==> src/rtl/microwave_ctrl.sv <==
// Microwave oven controller: keypad time entry, BCD countdown, door/start/stop sequencing.
// Optional feature: DONE_AUTOCLEAR_EN returns DONE to IDLE after four 1 Hz ticks.
module microwave_ctrl (
  input  logic       clk,
  input  logic       clearn,
  input  logic [3:0] D,
  input  logic       loadn,
  input  logic       pgt_1hz,
  input  logic       startn,
  input  logic       stopn,
  input  logic       door_closed,
  output logic       enablen,
  output logic       mag_on,
  output logic       done,
  output logic [3:0] min_ones,
  output logic [3:0] sec_tens,
  output logic [3:0] sec_ones
);

  // state | meaning
  // IDLE  | keypad entry enabled, magnetron off
  // COOK  | magnetron on, display counts down on each tick
  // PAUSE | cooking suspended, time held
  // DONE  | countdown reached 0:00
  typedef enum logic [1:0] {IDLE, COOK, PAUSE, DONE} state_t;

  state_t     state, state_nxt;
  logic [3:0] min_nxt, tens_nxt, ones_nxt;
  logic       loadn_q, pgt_q, startn_q, stopn_q, primed;
  logic       key, tick, start, stop;
  logic [3:0] dec_min, dec_tens, dec_ones;
  logic       time_zero, dec_zero;

`ifdef DONE_AUTOCLEAR_EN
  logic [1:0] done_cnt, done_cnt_nxt;
`endif

  // primed masks the first edge after reset so inputs held active through release stay quiet
  assign key   = primed & loadn_q  & ~loadn;
  assign tick  = primed & ~pgt_q   & pgt_1hz;
  assign start = primed & startn_q & ~startn;
  assign stop  = primed & stopn_q  & ~stopn;

  assign time_zero = (min_ones == 4'd0) && (sec_tens == 4'd0) && (sec_ones == 4'd0);

  always_comb begin
    dec_min  = min_ones;
    dec_tens = sec_tens;
    dec_ones = sec_ones - 4'd1;
    if (sec_ones == 4'd0) begin
      dec_ones = 4'd9;
      dec_tens = sec_tens - 4'd1;
      if (sec_tens == 4'd0) begin
        dec_tens = 4'd5;
        dec_min  = min_ones - 4'd1;
      end
    end
  end

  assign dec_zero = (dec_min == 4'd0) && (dec_tens == 4'd0) && (dec_ones == 4'd0);

  always_comb begin
    state_nxt = state;
    min_nxt   = min_ones;
    tens_nxt  = sec_tens;
    ones_nxt  = sec_ones;
`ifdef DONE_AUTOCLEAR_EN
    done_cnt_nxt = done_cnt;
`endif
    case (state)
      IDLE: begin
        if (stop) begin
          min_nxt  = 4'd0;
          tens_nxt = 4'd0;
          ones_nxt = 4'd0;
        end else if (start && door_closed && !time_zero) begin
          state_nxt = COOK;
        end else if (key && (D <= 4'd9)) begin
          min_nxt  = sec_tens;
          tens_nxt = sec_ones;
          ones_nxt = D;
        end
      end
      COOK: begin
        if (stop || !door_closed) begin
          state_nxt = PAUSE;
        end else if (tick) begin
          min_nxt  = dec_min;
          tens_nxt = dec_tens;
          ones_nxt = dec_ones;
          if (dec_zero) begin
            state_nxt = DONE;
`ifdef DONE_AUTOCLEAR_EN
            done_cnt_nxt = 2'd0;
`endif
          end
        end
      end
      PAUSE: begin
        if (stop) begin
          state_nxt = IDLE;
          min_nxt   = 4'd0;
          tens_nxt  = 4'd0;
          ones_nxt  = 4'd0;
        end else if (start && door_closed) begin
          state_nxt = COOK;
        end
      end
      DONE: begin
        if (stop || !door_closed) begin
          state_nxt = IDLE;
          min_nxt   = 4'd0;
          tens_nxt  = 4'd0;
          ones_nxt  = 4'd0;
        end
`ifdef DONE_AUTOCLEAR_EN
        else if (tick) begin
          if (done_cnt == 2'd3) begin
            state_nxt = IDLE;
            min_nxt   = 4'd0;
            tens_nxt  = 4'd0;
            ones_nxt  = 4'd0;
          end else begin
            done_cnt_nxt = done_cnt + 2'd1;
          end
        end
`endif
      end
      default: state_nxt = IDLE;
    endcase
  end

  always_ff @(posedge clk or negedge clearn) begin
    if (!clearn) begin
      state    <= IDLE;
      min_ones <= 4'd0;
      sec_tens <= 4'd0;
      sec_ones <= 4'd0;
      enablen  <= 1'b0;
      mag_on   <= 1'b0;
      done     <= 1'b0;
      loadn_q  <= 1'b1;
      pgt_q    <= 1'b0;
      startn_q <= 1'b1;
      stopn_q  <= 1'b1;
      primed   <= 1'b0;
`ifdef DONE_AUTOCLEAR_EN
      done_cnt <= 2'd0;
`endif
    end else begin
      loadn_q  <= loadn;
      pgt_q    <= pgt_1hz;
      startn_q <= startn;
      stopn_q  <= stopn;
      primed   <= 1'b1;
      state    <= state_nxt;
      min_ones <= min_nxt;
      sec_tens <= tens_nxt;
      sec_ones <= ones_nxt;
      enablen  <= (state_nxt != IDLE);
      mag_on   <= (state_nxt == COOK);
      done     <= (state_nxt == DONE);
`ifdef DONE_AUTOCLEAR_EN
      done_cnt <= done_cnt_nxt;
`endif
    end
  end

endmodule

==> config.mk <==
export PLATFORM = sky130hd
export DESIGN_NAME = microwave_ctrl
export DESIGN_NICKNAME = d
export VERILOG_FILES = /design/src/rtl/microwave_ctrl.sv
export SDC_FILE = /design/constraint.sdc
export NUM_CORES = 1
export LEC_CHECK = 0
export ABC_CLOCK_PERIOD_IN_PS = 2600
export CORE_ASPECT_RATIO = 0.9
export CORE_UTILIZATION = 30
export DETAILED_ROUTE_END_ITERATION = 12
export HOLD_SLACK_MARGIN = 0.05
export PLACE_DENSITY = 0.6
export SYNTH_ARGS = -nofsm -noshare
export SYNTH_HDL_FRONTEND = slang
export SYNTH_SLANG_ARGS = --single-unit
==> constraint.sdc <==
create_clock -name clk -period 2.6 [get_ports clk]
set_clock_uncertainty 0.1 [all_clocks]
set_input_delay 0.78 -clock clk [delete_from_list [all_inputs] [get_ports clk]]
set_output_delay 0.78 -clock clk [all_outputs]
set_load 0.03 [all_outputs]
Word-level counts from Yosys, hierarchy flattened
Index checks and enable logic that the tools add are counted.
{ "op_classes": {"eq_ne": 11, "addsub": 3, "mux": 34, "n_lt_le_gt_ge": 1, "n_bitwise": 12, "n_reduce_logical": 19} }
{ "ops": {"columns": ["operator", "n"], "rows": [
  ["$mux 4", 22],
  ["$pmux 4 s4", 3],
  ["$logic_not 4->1", 6],
  ["$mux 2", 8],
  ["$sub 4x1->4 const B", 3],
  ["$and 1x1->1", 8],
  ["$ne 2x2->1 const B", 4],
  ["$pmux 2 s4", 1],
  ["$logic_and 1x1->1", 7],
  ["$eq 2x2->1 const B", 3],
  ["$ne 3x3->1 const B", 2],
  ["$reduce_and 6->1", 1],
  ["$eq 2x1->1 const B", 2],
  ["$le 4x4->1 const B", 1],
  ["$not 1->1", 4],
  ["$logic_not 1->1", 2],
  ["$logic_not 2->1", 1],
  ["$reduce_bool 2->1", 1],
  ["$logic_or 1x1->1", 1]
]} }
{ "totals": {"inputBits": 11, "output_inout_bits": 15, "register_bits": 22, "elab_cells": 92} }

Depth between registers and ports, before layout
{ "logic_depth": {"ltp_word": 11, "depth_mapped": 7, "mapped_depth_nobuf": 7} }

Worst setup path before layout
OpenSTA, ideal clock, no wires.
{ "synth_timing": {"kind": "input-to-reg", "from": "input port stopn", "to": "register min_ones[1]", "setup_time_ps": 132, "path_slack_ps": 443, "required_ps": 2368, "stages": 6, "t_arrival_ps": 1925, "path_buffers": 1, "path_cell_list": "nand3b_1 -> nor3b_1 -> nand3b_1 -> o21ai_1 -> clkbuf_1 -> o2bb2ai_1"} }
{ "synth_via": {"elab_chain_cells": 5, "elab_cells_between_ends": 11} }
{ "synth_lines": {"columns": ["item", "line_no", "source"], "rows": [
  ["start: declaration", "10", "input logic stopn,"],
  ["$not 1->1 *", "42", "assign stop = primed & stopn_q & ~stopn;"],
  ["$and 1x1->1 *", "42", null],
  ["$logic_or 1x1->1", "85, 110", null],
  ["$ne 2x2->1 (no line)", null, null],
  ["$reduce_and 6->1 (no line)", null, null],
  ["end signal: assignment", "157", "min_ones <= min_nxt;"],
  ["end: declaration", "15", "output logic [3:0] min_ones,"]
]} }
Every way passes the cells marked *; elsewhere a longest branch is shown, timed or not.
A chain may end at the register's enable or synchronous reset.

Worst setup path in the final report
{ "layout_timing": {"from": "register sec_ones[2]", "to": "output port sec_ones[2]"} }
{ "layout_rtl": {"columns": ["item", "line_no", "source"], "rows": [
  ["start: declaration", "17", "output logic [3:0] sec_ones"],
  ["start signal: assignment", "159", "sec_ones <= ones_nxt;"]
]} }
No word-level cell between the ends.

==> impl_results.md <==
- Post-Route WL: around 3.5 mm
- Power Dens Cells: between 1000 and 1500 nW/um^2
- CP Capture Type: output pin
- Type of origin of the critical path: register
- Detailed Routing Iterations Pass 1: 8
- Number of synthesized register bits: 22
- Die Span Y: approximately 64 microns
- # nets final: between 150 and 200
- Cell Rows: 22
- Buffer and inverter count on the worst path: 1
- Layout area overhead: 35.5%
- Number of max-cap violations: 0
- Clk sink count: 22
- Worst vdd ir: around 0.56 mV
- Syn Nets: about 150
- Via density: approximately 5.6
- Period utilisation layout: 0.929
- Num CTS Buffers: 3
- CTS clk-pin slew, worst paths: approximately 80 ps
- Cell Area, Synth: between 1000 and 1500 sq um
- Seq pwr share: 0.343
- Count leader, synth: dfrtp_1
- Die W: between 70 and 80 microns
- Net Sw Frac: 0.458
- Synth top area share: 0.371
- Port bufs: 25
- Slew Limit Fails: 0
- Post-synth ARST share: 1.00
- Largest net degree at the start of global routing: 23
- CTS-repair resized insts: 0
- Leading area contributor after synthesis: dfrtp_1
- Syn Area/Cell: 9.48 sq um
- Vias in the first global route: 1187
- Setup Buffers After CTS: 0
- Via count: roughly 1200
- WL/cell: 15.5 microns
- CTS H-tree depth: 1
- GRT Resource Usage Total: 0.162
- Hold Path Class: reg -> reg
- Gate power share: 0.534
- CTS max path bufs: 2
- Net Switching: 0.000840 W
- DRT iter0 DRCs: just under 80
- DRC viols: 6
- Finished Core Util: 0.426
- First-pass GRT wire length: 5.71 mm
- Clk Latency, worst-skew pair: 270 ps
- Ratio of cells with drive above 1 in the final layout: 0.167
- CTS Hold Buffers Added: 0
- Hpwl dp: around 2.5 mm
- Total gr overflow: 0
- Final setup fails: 0
- Final hold vios: 0
- Ports: 26
- Critical setup path kind: reg -> out
- Leakage Power: 0.710 nW
- Hold slack: between 500 and 600 ps
- Clock power share: 0.123
- Core ar.: just over 4000 sq um
- Sequential element share of the synthesized area: 0.433
- Inst Count DP: approximately 220
- Die ar.: about 4500 sq um
- Number of synthesis warnings: 0
- Clock period minus worst slack: between 2000 and 2500 ps
- Top post-synthesis cells by area: dfrtp_1 (37%), o2bb2ai_1 (6.8%), dfstp_2 (6.2%)
- P_int: approximately 0.00099 W
- Initial Util: 0.314
- Antenna violations before repair: 0
- Synth unique cells: 47
- Cell Chain, Critical Path: clkdlybuf4s50_1
- Worst Path Arrival: around 1500 ps
- Fmax achieved: slightly above 400 MHz
- Slowest Stage Delay on Critical Path: 740 ps
- Crit path max-delay family: buffers and inverters
- Finished Layout Cells: 222
- Ant diodes: 0
- Failing checks: design-rule violations
- EDFF count, synth: 0
- Root buffer cell: clkbuf_8
- CP Max Fanout: 8
- CTS tree: done
- Detail Route Antenna Nets: 0
- Worst EP required: ~1700 ps
- Syn Inst Count: ~140
- Most common flop cell mapped by yosys: dfrtp_1
- Routability cong.: around 0.86
- Status: finished, violations left
- Synth cell count leaders: dfrtp_1 (19), nor2_1 (12), o2bb2ai_1 (10)
- Max stage delay cell, worst path: clkdlybuf4s50_1
- RSZ-0062 raised after global routing: false
-- cell type report --
cell class              count  area (sq um)
clock buffers               4          45.0
repair buffers             42           378
flip-flops and latches     22           554
inverters                   7          26.3
well taps                  48          60.1
fillers                   409          2340
multi-input cells          99           671
-- power groups by stage --
stage	clock network (W)	registers [W]	logic [W]
5_1_grt	0.000247	0.000649	0.00107
6_report	0.000226	0.000629	0.000979
4_1_cts	0.000234	0.000627	0.000982
3_3_place_gp	0	0.000628	0.000974
2_1_floorplan	0	0.000754	0.000442
3_5_place_dp	0	0.000632	0.000977
-- cell families (layout without fill, tap and decap cells) --
| kind of cell | count (synthesis) | count (layout) | synth area share |
|---|---|---|---|
| mux | 1 | 1 | 0.00782 |
| other cells | 1 | 1 | 0.00293 |
| simple gates | 46 | 46 | 0.196 |
| flops | 22 | 22 | 0.433 |
| fa+ha+maj | 2 | 2 | 0.0195 |
| compound gates | 49 | 49 | 0.297 |
| buf+inv | 14 | 53 | 0.0430 |
-- worst paths after layout --
path / startpoint / to / slack (ps) / cells after the start
worst max-delay path: sec_ones[2]$_DFFE_PN0P_ / sec_ones[2] / 190 / 1
worst min-delay path: min_ones[3]$_DFFE_PN0P_ / min_ones[3]$_DFFE_PN0P_ / 530 / 1
worst max register to register: sec_ones[1]$_DFFE_PN0P_ / sec_tens[3]$_DFFE_PN0P_ / 470 / 4
worst min register to register: min_ones[3]$_DFFE_PN0P_ / min_ones[3]$_DFFE_PN0P_ / 530 / 1
max in group asynchronous: clearn / loadn_q$_DFF_PN1_ / 1350 / 2
min in group asynchronous: clearn / enablen$_DFF_PN0_ / 750 / 2
-- per-stage QoR --
step           TNS, ps  total power [W]  setup slack (ps)  instance area [sq um]
6_report             0          0.00183               185                   1730
5_1_grt              0          0.00196              98.6                   1730
4_1_cts              0          0.00184               195                   1730
2_1_floorplan        0          0.00120               443                   1280
3_5_place_dp      -137          0.00161             -74.7                   1690
3_3_place_gp     -20.9          0.00160             -20.9                   1690
-- registers in the layout (all words and copies together) (netlist names) --
signal,count
done,1
enablen,1
loadn_q,1
mag_on,1
min_ones,4
pgt_q,1
primed,1
sec_ones,4
sec_tens,4
startn_q,1
state,2
stopn_q,1
-- layer usage --
layer / track usage / vias to the layer above / wire length [microns]
met5: 0 / - / 0
met4: 0.0575 / 0 / 44
met3: 0.0410 / 5 / 184
met2: 0.249 / 37 / 1530
met1: 0.221 / 603 / 1690
li1: - / 598 / -
-- cells in the final DEF (no fill, tap or decap), types with 3 or more instances in the layout --
| cell type | n |
|---|---|
| a21oi_1 | 7 |
| a22oi_1 | 4 |
| buf_4 | 17 |
| clkbuf_8 | 3 |
| clkdlybuf4s50_1 | 25 |
| dfrtp_1 | 19 |
| dfstp_2 | 3 |
| inv_1 | 6 |
| nand2_1 | 7 |
| nand2b_1 | 3 |
| nand3_1 | 3 |
| nand3b_1 | 3 |
| nor2_1 | 12 |
| nor3_1 | 5 |
| o211ai_1 | 3 |
| o21ai_0 | 3 |
| o221ai_1 | 6 |
| o2bb2ai_1 | 10 |
No activity file was read; power rests on OpenSTA's default activity.
==> edit, RTL diff (same flow settings) <==
Encoding of `state_t`: now one-hot (4 bits for 4 states).
--- a/src/rtl/microwave_ctrl.sv
+++ b/src/rtl/microwave_ctrl.sv
@@ -23,5 +23,5 @@
   // PAUSE | cooking suspended, time held
   // DONE  | countdown reached 0:00
-  typedef enum logic [1:0] {IDLE, COOK, PAUSE, DONE} state_t;
+  typedef enum logic [3:0] {IDLE = 4'b0001, COOK = 4'b0010, PAUSE = 4'b0100, DONE = 4'b1000} state_t;
 
   state_t     state, state_nxt;
Formal check against the unedited RTL: no difference found for any inputs over 10 cycles, from zero or initial values; not proved beyond that.
==> edit against the unedited design <==
Global-route usage down 0.68 points; power down 27%; design area up 8.2%; routed wire length down 2.2%; sequential cell count up 2; worst setup slack better by 19 ps; core utilization down 0.52 points; synthesized area up 9.4%; critical endpoint is now sec_tens[0].
==> edit: results <==
group,metric,value,unit
timing,slew_headroom,0.657,
grt,gr-usage-met2,0.214,
drt,routed_wl,3.38,mm
logic_synthesis,ys_top_cells_by_area,"dfrtp_1, dfstp_2, nor2_1, o21ai_1, a21oi_1",
place,dpl.hpwl,2.49,mm
grt,grt_max_degree,25,
logic_synthesis,muxShareOfSynthArea,0,
logic_synthesis,ys_warn_count,0,
place,place.gp.congestion,0.825,
logic_synthesis,synth_fa_ha_area_frac,0.0179,
status,status,"completed",
setup_path,startpoint,"sec_tens[0]",
grt,grt_pass1_vias,1190,
setup_path,cp_max_fo,7,
power_and_ir_drop,leakagePower,0.000800,uW
logic_synthesis,synthMostInstantiatedCell,"nor2_1",
logic_synthesis,synthXorXnorAreaFrac,0.00626,
drt,drt-pass1-iter-count,4,
cells_and_area,fill_cells,451,
clock_network,cts-root-buf,"clkbuf_8",
logic_synthesis,synth_common_cells,"nor2_1, dfrtp_1, o21ai_1",
clock_network,cts_max_level,1,
grt,grt_pass1_wl,5.75,mm
drt,vias,1295,
grt,use_met3,0.0363,
drt,drt-vias-per-instance,5.14,
logic_synthesis,seq_area_frac_synth,0.433,
cells_and_area,drive_gt1_frac,0.147,
logic_synthesis,synth_compound_area_frac,0.255,
place,dp.cells,248,
logic_synthesis,syn_inst,153,
hold_path,hold_start,"state[3]",
logic_synthesis,syn-num-nets,166,
logic_synthesis,ys_types,43,
grt,antenna_found_initial,0,
grt,grtUsageMet1,0.234,
power_and_ir_drop,vdd_drop_max,0.251,mV
setup_path,timing.rr.start,"sec_ones[2]",
setup_path,rr_worst_depth,6,
place,dp_slack,-30.1,ps
timing,finalSetupViolCount,0,
edit: per-layer routing:
metal	wire [um]	part of all wire
met5	0	0
met4	46	0.014
met3	154	0.046
met2	1430	0.42
met1	1740	0.52
edit: power by group:
group	internal (uW)	switching, uW
registers	429	81.2
logic	226	276
clock network	206	118
total	861	476
edit: worst paths after layout:
kind                                    end  slack, ps
worst min register to register     state[2]        480
worst max-delay path            sec_tens[0]        200
worst min-delay path               state[2]        480
min in group asynchronous          state[3]        770
max in group asynchronous          state[0]       1350
worst max register to register     state[1]        390
edit: worst reg2reg max path, delay by kind of cell (launching register included):
kind                   cells  cell delay (ps)
AO/OA/AOI/OAI              1              330
flip-flops                 1              480
AND/OR/NAND/NOR            4             1020
buffers and inverters      1              150
edit: cell type report:
class / count / area [um2] / share of cell area
repair buffers: 40 / 375 / 0.200
clock buffers: 3 / 41.3 / 0.0220
inverters: 4 / 15.0 / 0.00801
flip-flops and latches: 24 / 606 / 0.323
well taps: 62 / 77.6 / 0.0414
multi-input cells: 118 / 731 / 0.390
clock inverters: 1 / 30.0 / 0.0160
edit: stage by stage:
stage          instance area, um2  power (uW)  utilization
6_report                     1880        1340        0.420
5_1_grt                      1880        1430        0.420
4_1_cts                      1880        1350        0.420
3_5_place_dp                 1800        1020        0.404
3_3_place_gp                 1800        1020        0.404
2_1_floorplan                1400         812            -
edit: cell families after synthesis:
family                     after synthesis
xor gates and xnor gates                 1
and+or+nand+nor                         61
other                                    1
buffers and inverters                   11
DFF                                     24
adders and majority gates                2
AOI/OAI and AO/OA                       53
